<file path="config.mk">
export PLATFORM = sky130hd
export DESIGN_NAME = clefia_tap_delay_line_flat
export DESIGN_NICKNAME = d
export VERILOG_FILES = /design/src/rtl/clefia_tap_delay_line_if.sv /design/src/rtl/clefia_tap_delay_line.sv /design/src/flat_wrapper.sv
export SDC_FILE = /design/constraint.sdc
export NUM_CORES = 1
export LEC_CHECK = 0
export CAP_MARGIN = 20
export CORE_MARGIN = 2
export CORE_UTILIZATION = 55
export CTS_BUF_LIST = sky130_fd_sc_hd__clkbuf_4 sky130_fd_sc_hd__clkbuf_8
export CTS_CLUSTER_SIZE = 10
export DETAILED_ROUTE_END_ITERATION = 7
export DONT_BUFFER_PORTS = 1
export PLACE_DENSITY = 0.68
export SYNTH_ARGS = -nofsm -noshare
export SYNTH_HDL_FRONTEND = slang
export SYNTH_SLANG_ARGS = --single-unit
</file>
<file path="constraint.sdc">
create_clock -name clk -period 13.36 [get_ports clk]
set_clock_uncertainty 0.2 [all_clocks]
set_input_delay 2.672 -clock clk [delete_from_list [all_inputs] [get_ports clk]]
set_output_delay 2.672 -clock clk [all_outputs]
set_load 0.01 [all_outputs]
</file>
<file path="src/rtl/clefia_tap_delay_line_if.sv">
// rtl/clefia_tap_delay_line_if.sv - Port bundle for the CLEFIA round-word delay line
interface clefia_tap_delay_line_if #(
    parameter int WIDTH = 32,
    parameter int DEPTH = 7,
    parameter int NOUT  = 3
);
    localparam int SW = $clog2(DEPTH);

    logic                  en;
    logic                  flush;
    logic [WIDTH-1:0]      chain_data;
    logic                  chain_valid;
    logic [WIDTH-1:0]      ext_data;
    logic                  ext_valid;
    logic                  src_sel;
    logic [SW-1:0]         tap_sel;
    logic                  err_clr;

    logic [NOUT*WIDTH-1:0] taps_flat;
    logic [WIDTH-1:0]      out_data;
    logic                  out_valid;
    logic [SW:0]           fill;
    logic                  full;
    logic                  tap_err;

    modport master (
        output en, flush, chain_data, chain_valid, ext_data, ext_valid,
               src_sel, tap_sel, err_clr,
        input  taps_flat, out_data, out_valid, fill, full, tap_err
    );

    modport slave (
        input  en, flush, chain_data, chain_valid, ext_data, ext_valid,
               src_sel, tap_sel, err_clr,
        output taps_flat, out_data, out_valid, fill, full, tap_err
    );
endinterface

</file>
<file path="src/rtl/clefia_tap_delay_line.sv">
// rtl/clefia_tap_delay_line.sv - Round-word shift chain with selectable tap, output pipe, fill and tap error
module clefia_tap_delay_line #(
    parameter int WIDTH   = 32,
    parameter int DEPTH   = 7,
    parameter int NOUT    = 3,
    parameter int OUT_LAT = 2
) (
    input  logic                   clk,
    input  logic                   rst,
    clefia_tap_delay_line_if.slave bus
);
    localparam int          SW       = $clog2(DEPTH);
    localparam logic [SW:0] FULL_CNT = (SW+1)'(DEPTH);
    localparam logic [SW:0] FILL_ONE = (SW+1)'(1);

    logic [WIDTH-1:0]      chain_q  [DEPTH];
    logic [DEPTH-1:0]      chain_v_q;
    logic [WIDTH-1:0]      pipe_q   [OUT_LAT];
    logic                  pipe_v_q [OUT_LAT];
    logic [SW:0]           fill_q;
    logic [SW:0]           fill_next;
    logic                  tap_err_q;

    logic                  tap_in_range;
    logic                  err_set;
    logic [WIDTH-1:0]      mux_data;
    logic                  mux_valid;
    logic [NOUT*WIDTH-1:0] taps_flat;

    assign tap_in_range = (32'(bus.tap_sel) < 32'(DEPTH));
    assign err_set      = bus.en && bus.src_sel && !tap_in_range && !bus.flush;

    // Out-of-range taps yield an all-zero, invalid word rather than aliasing a stage.
    always_comb begin
        mux_data  = '0;
        mux_valid = 1'b0;
        if (!bus.src_sel) begin
            mux_data  = bus.ext_data;
            mux_valid = bus.ext_valid;
        end else begin
            for (int k = 0; k < DEPTH; k++) begin
                if (32'(bus.tap_sel) == 32'(k)) begin
                    mux_data  = chain_q[k];
                    mux_valid = chain_v_q[k];
                end
            end
        end
    end

    // Entry and exit in the same cycle cancel, so the count cannot leave 0..DEPTH.
    always_comb begin
        fill_next = fill_q;
        if (bus.chain_valid && !chain_v_q[DEPTH-1]) begin
            fill_next = fill_q + FILL_ONE;
        end else if (!bus.chain_valid && chain_v_q[DEPTH-1]) begin
            fill_next = fill_q - FILL_ONE;
        end
    end

    // Flush only drops qualifiers; the data words stay in place.
    always_ff @(posedge clk) begin
        if (rst) begin
            for (int k = 0; k < DEPTH; k++) begin
                chain_q[k] <= '0;
            end
            chain_v_q <= '0;
        end else if (bus.flush) begin
            chain_v_q <= '0;
        end else if (bus.en) begin
            chain_q[0]   <= bus.chain_data;
            chain_v_q[0] <= bus.chain_valid;
            for (int k = 1; k < DEPTH; k++) begin
                chain_q[k]   <= chain_q[k-1];
                chain_v_q[k] <= chain_v_q[k-1];
            end
        end
    end

    always_ff @(posedge clk) begin
        if (rst) begin
            for (int j = 0; j < OUT_LAT; j++) begin
                pipe_q[j]   <= '0;
                pipe_v_q[j] <= 1'b0;
            end
        end else if (bus.flush) begin
            for (int j = 0; j < OUT_LAT; j++) begin
                pipe_v_q[j] <= 1'b0;
            end
        end else if (bus.en) begin
            pipe_q[0]   <= mux_data;
            pipe_v_q[0] <= mux_valid;
            for (int j = 1; j < OUT_LAT; j++) begin
                pipe_q[j]   <= pipe_q[j-1];
                pipe_v_q[j] <= pipe_v_q[j-1];
            end
        end
    end

    always_ff @(posedge clk) begin
        if (rst) begin
            fill_q <= '0;
        end else if (bus.flush) begin
            fill_q <= '0;
        end else if (bus.en) begin
            fill_q <= fill_next;
        end
    end

    // A new violation in the same cycle as err_clr keeps the flag set.
    always_ff @(posedge clk) begin
        if (rst) begin
            tap_err_q <= 1'b0;
        end else if (err_set) begin
            tap_err_q <= 1'b1;
        end else if (bus.err_clr) begin
            tap_err_q <= 1'b0;
        end
    end

    always_comb begin
        taps_flat = '0;
        for (int k = 0; k < NOUT; k++) begin
            taps_flat[k*WIDTH +: WIDTH] = chain_q[k];
        end
    end

    assign bus.taps_flat = taps_flat;
    assign bus.out_data  = pipe_q[OUT_LAT-1];
    assign bus.out_valid = pipe_v_q[OUT_LAT-1];
    assign bus.fill      = fill_q;
    assign bus.full      = (fill_q == FULL_CNT);
    assign bus.tap_err   = tap_err_q;
endmodule

</file>
<file path="src/flat_wrapper.sv">
// flat-port wrapper written by rule: the top's interface ports become plain ports
module clefia_tap_delay_line_flat 
#(
    parameter int WIDTH   = 32,
    parameter int DEPTH   = 7,
    parameter int NOUT    = 3,
    parameter int OUT_LAT = 2
)
  (clk, rst, bus_en, bus_flush, bus_chain_data, bus_chain_valid, bus_ext_data, bus_ext_valid, bus_src_sel, bus_tap_sel, bus_err_clr, bus_taps_flat, bus_out_data, bus_out_valid, bus_fill, bus_full, bus_tap_err);
  clefia_tap_delay_line_if #(.WIDTH(WIDTH), .DEPTH(DEPTH), .NOUT(NOUT)) bus_i ();
  input  logic clk;
  input  logic rst;
  input wire logic [$bits(bus_i.en)-1:0] bus_en;
  input wire logic [$bits(bus_i.flush)-1:0] bus_flush;
  input wire logic [$bits(bus_i.chain_data)-1:0] bus_chain_data;
  input wire logic [$bits(bus_i.chain_valid)-1:0] bus_chain_valid;
  input wire logic [$bits(bus_i.ext_data)-1:0] bus_ext_data;
  input wire logic [$bits(bus_i.ext_valid)-1:0] bus_ext_valid;
  input wire logic [$bits(bus_i.src_sel)-1:0] bus_src_sel;
  input wire logic [$bits(bus_i.tap_sel)-1:0] bus_tap_sel;
  input wire logic [$bits(bus_i.err_clr)-1:0] bus_err_clr;
  output wire logic [$bits(bus_i.taps_flat)-1:0] bus_taps_flat;
  output wire logic [$bits(bus_i.out_data)-1:0] bus_out_data;
  output wire logic [$bits(bus_i.out_valid)-1:0] bus_out_valid;
  output wire logic [$bits(bus_i.fill)-1:0] bus_fill;
  output wire logic [$bits(bus_i.full)-1:0] bus_full;
  output wire logic [$bits(bus_i.tap_err)-1:0] bus_tap_err;
  assign bus_i.en = bus_en;
  assign bus_i.flush = bus_flush;
  assign bus_i.chain_data = bus_chain_data;
  assign bus_i.chain_valid = bus_chain_valid;
  assign bus_i.ext_data = bus_ext_data;
  assign bus_i.ext_valid = bus_ext_valid;
  assign bus_i.src_sel = bus_src_sel;
  assign bus_i.tap_sel = bus_tap_sel;
  assign bus_i.err_clr = bus_err_clr;
  assign bus_taps_flat = bus_i.taps_flat;
  assign bus_out_data = bus_i.out_data;
  assign bus_out_valid = bus_i.out_valid;
  assign bus_fill = bus_i.fill;
  assign bus_full = bus_i.full;
  assign bus_tap_err = bus_i.tap_err;
  clefia_tap_delay_line #(.WIDTH(WIDTH), .DEPTH(DEPTH), .NOUT(NOUT), .OUT_LAT(OUT_LAT)) u_core (.clk(clk), .rst(rst), .bus(bus_i));
endmodule
</file>
### Yosys cells after proc, flatten, opt, wreduce, memory -nomap -nowiden

Memory sizes are Yosys's and may differ from the RTL's.
Cells that the tools add are included.
W data, S select, Z words.

| storage, ports and cells | value |
|---|---|
| register bits | 12 |
| memory bits (writable) | 290 |
| input port bits | 75 |
| output and inout port bits | 135 |
| word-level logic and storage cells | 85 |
| memories | 3 |

| cells by class | value |
|---|---|
| add/sub/neg operators | 2 |
| magnitude comparators | 1 |
| eq/ne operators | 7 |
| muxes and demuxes | 42 |
| bitwise gates (word level) | 13 |
| reductions and logical operators | 14 |

Memory list:

| name | words | width | read ports | clocked after memory_dff | write ports | RTL line | RTL |
|---|---|---|---|---|---|---|---|
| u_core.chain_q | 7 | 32 | 7 | 0 | 7 | clefia_tap_delay_line.sv:16 | `logic [WIDTH-1:0] chain_q [DEPTH];` |
| u_core.pipe_q | 2 | 32 | 2 | 0 | 2 | clefia_tap_delay_line.sv:18 | `logic [WIDTH-1:0] pipe_q [OUT_LAT];` |
| u_core.pipe_v_q | 2 | 1 | 2 | 0 | 2 | clefia_tap_delay_line.sv:19 | `logic pipe_v_q [OUT_LAT];` |

Operators with widths:

| kind | count |
|---|---|
| $mux W32 | 17 |
| $mux W1 | 23 |
| $or A1 B1 Y1 | 13 |
| $eq A3 B3 Y1 const B | 3 |
| $mux W4 | 2 |
| $eq A3 B2 Y1 const B | 2 |
| $logic_and A1 B1 Y1 | 5 |
| $add A4 B1 Y4 const B | 1 |
| $eq A4 B3 Y1 const B | 1 |
| $logic_not A1 Y1 | 4 |
| $reduce_bool A2 Y1 | 2 |
| $sub A4 B1 Y4 const B | 1 |
| $eq A3 B1 Y1 const B | 1 |
| $logic_not A3 Y1 | 1 |
| $lt A3 B3 Y1 const B | 1 |
| $reduce_and A2 Y1 | 1 |
| $reduce_or A2 Y1 | 1 |

### Depth between registers and ports, before layout

Gate-level depths: netlist of the first run.

| logic depth | value |
|---|---|
| depth in word-level cells | 10 |
| mapped depth | 8 |
| depth with buffers taken out | 8 |

### Worst setup path after synthesis of the first run

No wires, ideal clock.

| path | value |
|---|---|
| path type | input-to-reg |
| start | input rst |
| end | memory u_core.chain_q[0][0] (enable) |
| library setup time | 0.701 ns |
| arrival time | 10.121 ns |
| data required time | 12.459 ns |
| path slack | 2.338 ns |
| cell stages on the path | 3 |
| path buffers | 2 |
| cells stage by stage | clkbuf_1 > clkbuf_1 > nand2b_1 |

RTL lines:

| what | RTL line | RTL |
|---|---|---|
| from (decl) | flat_wrapper.sv:12 | `input logic rst;` |
| to (decl) | clefia_tap_delay_line.sv:16 |  |

==> results of run 1 <==
-- power by group through the flow --
stage / logic, mW / clock network [mW] / registers [mW]
CTS: 0.103 / 0.809 / 1.16
finish: 0.102 / 0.789 / 1.15
global route: 0.114 / 0.852 / 1.16
global placement: 0.101 / 0 / 1.17
detailed placement: 0.103 / 0 / 1.17
floorplan: 0.143 / 0 / 1.16
-- sequential cells by signal, summed over array words and instances (netlist names) --
| signal | count |
|---|---|
| u_core.chain_v_q | 7 |
| u_core.bus.tap_err | 1 |
| u_core.pipe_q | 64 |
| u_core.pipe_v_q | 2 |
| u_core.bus.fill | 4 |
| u_core.chain_q | 224 |
-- layer usage --
metal,vias to the layer above,track usage,part of all wire
met1,3873,0.290,0.45
met2,284,0.303,0.45
met3,51,0.0601,0.081
li1,3677,-,-
met5,-,0,0
met4,0,0.0671,0.025
-- cell families after synthesis --
group,count (synthesis),synth area share
adder cells (fa/ha/maj),4,0.00395
AO/OA/AOI/OAI,135,0.0718
flip-flops,302,0.614
AND/OR/NAND/NOR,415,0.160
multiplexers,76,0.0566
XOR/XNOR,2,0.00120
buffers and inverters,211,0.0930
-- worst register-to-register path, cell delays in order, from the launching register on --
cell and delay [ns]:
dfxtp_1 0.36, inv_1 0.06, ha_1 0.20, inv_1 0.14
ha_1 0.26, a21o_1 0.17, a21oi_1 0.16, mux2i_1 0.22
mux2_2 0.34
-- per-stage QoR --
step	worst slack (ns)	util
final	8.03	0.565
after detailed placement	7.38	0.528
after floorplan	2.34	-
after global routing	7.80	0.565
after CTS	8.00	0.565
after global placement	7.46	0.528
-- layout make-up --
cell class                 count  area [um^2]  share of cell area
antenna                        3         7.51            0.000510
clock buffer                  72          878              0.0596
clock inverter                17         97.6             0.00662
timing repair buffer           8         60.1             0.00408
sequential                   302         8950               0.607
tap                          335          419              0.0285
multi-input combinational    632         4300               0.292
inverter                       5         18.8             0.00127
-- placed cells by master (no fill, tap or decap), drive strengths merged, types with 3 or more instances in the layout --
cell and instances:
mux2 32, nor2 77, ha 3, o211ai 31
inv 5, nand2 68, a211oi 33, a32o 31
clkinv 15, and2 225, dfxtp 12, buf 8
clkbuf 72, o22ai 31, nor2b 35, mux2i 42
nand2b 3, diode 3, edfxtp 290
-- worst max-delay path by stage --
stage / startpoint / end / slack [ns] / depth (start not counted)
floorplan: rst / u_core.chain_q[0][0] / 2.34 / 3
global placement: bus_flush / u_core.chain_q[0][178] / 7.46 / 4
detailed placement: bus_flush / u_core.chain_q[0][138] / 7.38 / 4
CTS: bus_flush / u_core.chain_q[0][117] / 8.00 / 4
global route: bus_flush / u_core.chain_q[0][206] / 7.80 / 4
finish: bus_flush / u_core.chain_q[0][117] / 8.03 / 4
==> impl_metrics.csv, run 1 <==
group,metric,value,unit
clock_tree,cts_setup_buffers,0,
layout,fin_area,14700,um^2
worst_setup_path,slowest_delay,0.95,ns
worst_setup_path,critPathCaptureType,"flip-flop",
grt,grt_use_total,0.204,
timing,setup_viol,0,
place,dp.cells,1282,
die,rows,59,
synth,syn_nets,1224,
place,dpl.hpwl,16300,um
layout,fillers,2100,
layout,fin_cells,1374,
place,gp_congestion,0.765,
worst_setup_path,path_max_fanout,83,
synth,synth_most_common_cell,"edfxtp_1",
worst_setup_path,critical_path_class,"in -> reg",
layout,drive_gt1_frac,0.152,
timing,rsz0062_at_grt,"false",
die,start_util,0.559,
routing,totalWireLength,28600,um
power_and_ir_drop,vdd_ir_drop_max,82.3,uV
synth,syn-cell-area,14600,um^2
synth,synth_seq_cells,302,
power_and_ir_drop,p_per_area,139,nW/um^2
timing,timing.setup.tns,0,ns
worst_setup_path,crit_path_start_kind,"input port",
worst_setup_path,path_buf_inv,2,
power_and_ir_drop,power.net_switching,0.461,mW
synth,avgSynthCellArea,12.7,um^2
synth,syn-instance-count,1145,
clock_tree,cts_buffers,50,
synth,synth_top_cell_by_area,"edfxtp_1",
power_and_ir_drop,power.internal,1.58,mW
clock_tree,cts_max_level,2,
worst_hold_path,hold_depth,1,
die,die_area,27800,um^2
worst_setup_path,rrSetupSlack,11.13,ns
worst_setup_path,r2r_start,"u_core.chain_v_q[6]",
grt,grt_pass1_wl,44900,um
timing,worstMarginPinSlew,1.05,ns
clock_tree,cts_hold_buf,0,
die,dieHeight,167,um
worst_setup_path,crit_slowest_cell,"buf_4",
timing,finalHoldViolCount,0,
timing,finalMaxSlewViolations,0,
routing,dr.pass1.iters,7,
clock_tree,numClockSinks,302,
synth,yosysTopAreaCellShare,0.597,
synth,synth_cell_types,37,
synth,async_flop_share,0,
place,port_buffers,0,
clock_tree,cts.repair.resized,0,
timing,period_minus_slack,5.33,ns
synth,yosys_warnings,0,
clock_tree,cts_root_buf,"clkbuf_8",
place,placed_area,13700,um^2
run,maxCapViolations,0,
synth,synth_edf_count,290,
power_and_ir_drop,p_comb_frac,0.050,
clock_tree,clockBufferDepth,3,
status,status,"finished, final reports clean",
worst_setup_path,r2r_cells,8,
die,io_pins,210,
worst_setup_path,crit_arrival,5.28,ns
synth,synth_flop_cell,"edfxtp_1",
synth,synth_area_leaders,"edfxtp_1 60%, and2_1 9.7%, buf_4 6.9%",
routing,drt_iter0_markers,694,
worst_setup_path,cp_cell_sequence,"nand2b_1, nand2b_4, buf_4, buf_4",
worst_hold_path,min_to,"u_core.pipe_q[0][34]",
worst_setup_path,rr_endpoint,"u_core.bus.fill[3]",
routing,via_per_inst,5.74,
routing,drcViolationCount,0,
power_and_ir_drop,leakagePower,5.42,nW
grt,overflow,0,
clock_tree,cts_tree,"done",
clock_tree,clk_latency,0.55,ns
worst_setup_path,cp_common_cell,"buf_4",
timing,fin_crit_sh,0.399,
worst_hold_path,hp-start,"u_core.pipe_q[0][2]",
worst_setup_path,critical-path-top-delay-family,"buffers and inverters",
timing,whs,0.314,ns
die,die_x,167,um
worst_setup_path,required,13.32,ns
power_and_ir_drop,total_power,2.05,mW
timing,slew_headroom,0.299,
clock_tree,clkSlewWorstSetupHoldPaths,0.06,ns
layout,nets,1078,
power_and_ir_drop,seq_power_share,0.565,
routing,ant_nets,0,
power_and_ir_drop,clock_power_share,0.386,
synth,synthTopCellsByCount,"290 x edfxtp_1, 225 x and2_1, 134 x buf_4",
timing,max_clock_freq,188,MHz
grt,grt_max_degree,115,
worst_hold_path,hp-class,"reg -> reg",
die,core,26100,um^2
grt,antenna_found_initial,2,
grt,grt_pass1_vias,7625,
power_and_ir_drop,switching_share,0.225,
synth,ys_seq_area_frac,0.614,
routing,num_vias,7885,
layout,area_growth,1.06,%
routing,post_drt_wl_per_cell,20.8,um
No activity file was read; power rests on OpenSTA's default activity.
==> inputs of run 2 (changes only) <==
PLACE_DENSITY = 0.71   (was 0.68)
clock period = 4.5 ns   (was 13.36 ns; I/O delays follow)
==> run 2 against run 1 <==
Core utilization is 0.19 points lower. Wire length is 2.0% lower. Critical path type is now reg -> out. Count of clock-buffer cells in the layout is 6 lower. Critical path depth is 3 lower. Register-to-register slack worse by 8.8 ns. Sequential power grew to 3.0 times the previous value.
==> impl_metrics.csv, run 2 (synthesized netlist as in run 1, its figures left out) <==
group,metric,value,unit
place,gp_congestion,0.727,
run,maxCapViolations,0,
place,placed_area,13800,um^2
clock_tree,cts_root_buf,"clkbuf_8",
routing,ant_nets,0,
power_and_ir_drop,total_power,5.95,mW
clock_tree,clkSlewWorstSetupHoldPaths,0.06,ns
die,dieHeight,167,um
timing,setup_viol,0,
worst_setup_path,critical_path_class,"reg -> out",
timing,max_clock_freq,410,MHz
layout,fin_cells,1367,
power_and_ir_drop,leakagePower,5.38,nW
timing,finalMaxSlewViolations,0,
grt,grt_max_degree,226,
place,port_buffers,0,
timing,finalHoldViolCount,0,
layout,top_register,"u_core.chain_q",
layout,fillers,2112,
die,start_util,0.559,
layout,drive_gt1_frac,0.144,
timing,setup_ws,2.06,ns
routing,post_drt_wl_per_cell,20.5,um
clock_tree,cts_hold_buf,0,
clock_tree,clk_latency,0.56,ns
worst_setup_path,crit_path_start_kind,"flip-flop",
clock_tree,cts_max_level,2,
clock_tree,clockBufferDepth,3,
worst_hold_path,hp-start,"rst",
layout,largest_reg_flops,224,
place,place_ws,1.57,ns
worst_setup_path,r2r_start,"u_core.chain_v_q[6]",
die,rows,59,
routing,drt_iter0_markers,690,
clock_tree,numClockSinks,302,
status,status,"finished, final reports clean",
worst_setup_path,path_buf_inv,0,
layout,final_cell_mix,"290 x edfxtp_1, 225 x and2_1, 67 x nand2_1, 51 x clkbuf_8, 47 x nor2_1",
worst_setup_path,crit_slowest_cell,"dfxtp_1",
timing,rsz0062_at_grt,"false",
timing,fin_crit_sh,0.542,
timing,period_minus_slack,2.44,ns
die,io_pins,210,
grt,grt_pass1_vias,7901,
layout,final_util,0.563,
worst_setup_path,crit_arrival,1.34,ns
grt,antenna_found_initial,1,
worst_setup_path,slowest_delay,0.49,ns
grt,grt_pass1_wl,44300,um
die,die_area,27800,um^2
routing,num_vias,7867,
timing,worstMarginPinSlew,1.11,ns
worst_setup_path,required,3.40,ns
timing,timing.setup.tns,0,ns
die,die_x,167,um
layout,largest_registers,"u_core.chain_q: 224 flops, u_core.pipe_q: 64 flops, u_core.chain_v_q: 7 flops",
routing,drcViolationCount,0,
worst_setup_path,critPathLaunch,"u_core.bus.fill[0]",
layout,fin_area,14700,um^2
die,core,26100,um^2
layout,area_growth,0.721,%
worst_setup_path,path_max_fanout,5,
grt,overflow,0,
timing,whs,0.210,ns
clock_tree,cts_setup_buffers,0,
routing,via_per_inst,5.75,
worst_setup_path,cp_cell_sequence,"and4_1",
worst_setup_path,critical-path-top-delay-family,"flip-flops",
power_and_ir_drop,p_per_area,405,nW/um^2
clock_tree,cts_buffers,49,
clock_tree,cts_tree,"done",
power_and_ir_drop,vdd_ir_drop_max,328,uV
worst_setup_path,critPathCaptureType,"primary output",
layout,nets,1074,
timing,slew_headroom,0.259,
routing,dr.pass1.iters,5,
place,dpl.hpwl,16000,um
clock_tree,cts.repair.resized,0,
routing,totalWireLength,28000,um
worst_hold_path,hp-class,"in -> reg",
grt,grt_use_total,0.199,
layout,final_common_cell,"edfxtp_1",
place,dp.cells,1279,
-- run 2: cell types whose count changed in the layout (fill, tap and decap cells not counted) --
cell	previous run	this run
buf_4	8	1
buf_12	0	4
clkinv_1	12	16
clkbuf_4	18	15
clkbuf_8	54	51
diode_2	3	1
bufinv_16	1	0
clkinvlp_4	1	2
-- run 2: path summary, 6_finish.rpt --
path,end,slack [ns],cells past startpoint
worst max-delay path,bus_full,2.06,1
worst min-delay path,u_core.bus.tap_err,0.21,1
worst max register to register,u_core.bus.fill[3],2.31,8
worst min register to register,u_core.pipe_q[0][46],0.32,1
-- run 2: area by class of cell --
class / count / area (um^2) / area share
inverter: 5 / 18.8 / 0.00128
antenna: 1 / 2.50 / 0.000170
clock buffer: 66 / 815 / 0.0555
sequential: 302 / 8950 / 0.609
multi-input combinational: 632 / 4300 / 0.293
tap: 335 / 419 / 0.0285
clock inverter: 21 / 90.1 / 0.00614
timing repair buffer: 5 / 87.6 / 0.00597
-- run 2: worst reg2reg max path, cell delays in order (launching register included) --
cell and delay [ns]:
dfxtp_1 0.35, inv_1 0.05, ha_1 0.20, inv_1 0.13, ha_1 0.24, a21o_1 0.17, a21oi_1 0.16, mux2i_1 0.23
mux2_2 0.35
-- run 2: metal layers --
| metal | part of all wire | vias to the layer above | global-route usage |
|---|---|---|---|
| met1 | 0.43 | 3870 | 0.273 |
| met3 | 0.082 | 48 | 0.0615 |
| li1 | - | 3661 | - |
| met5 | 0 | - | 0 |
| met2 | 0.46 | 288 | 0.303 |
| met4 | 0.023 | 0 | 0.0660 |
-- run 2: report_power, final --
group | total, mW | internal (mW) | switching, mW
Combinational | 0.305 | 0.127 | 0.178
Clock | 2.21 | 1.17 | 1.05
Sequential | 3.43 | 3.28 | 0.153
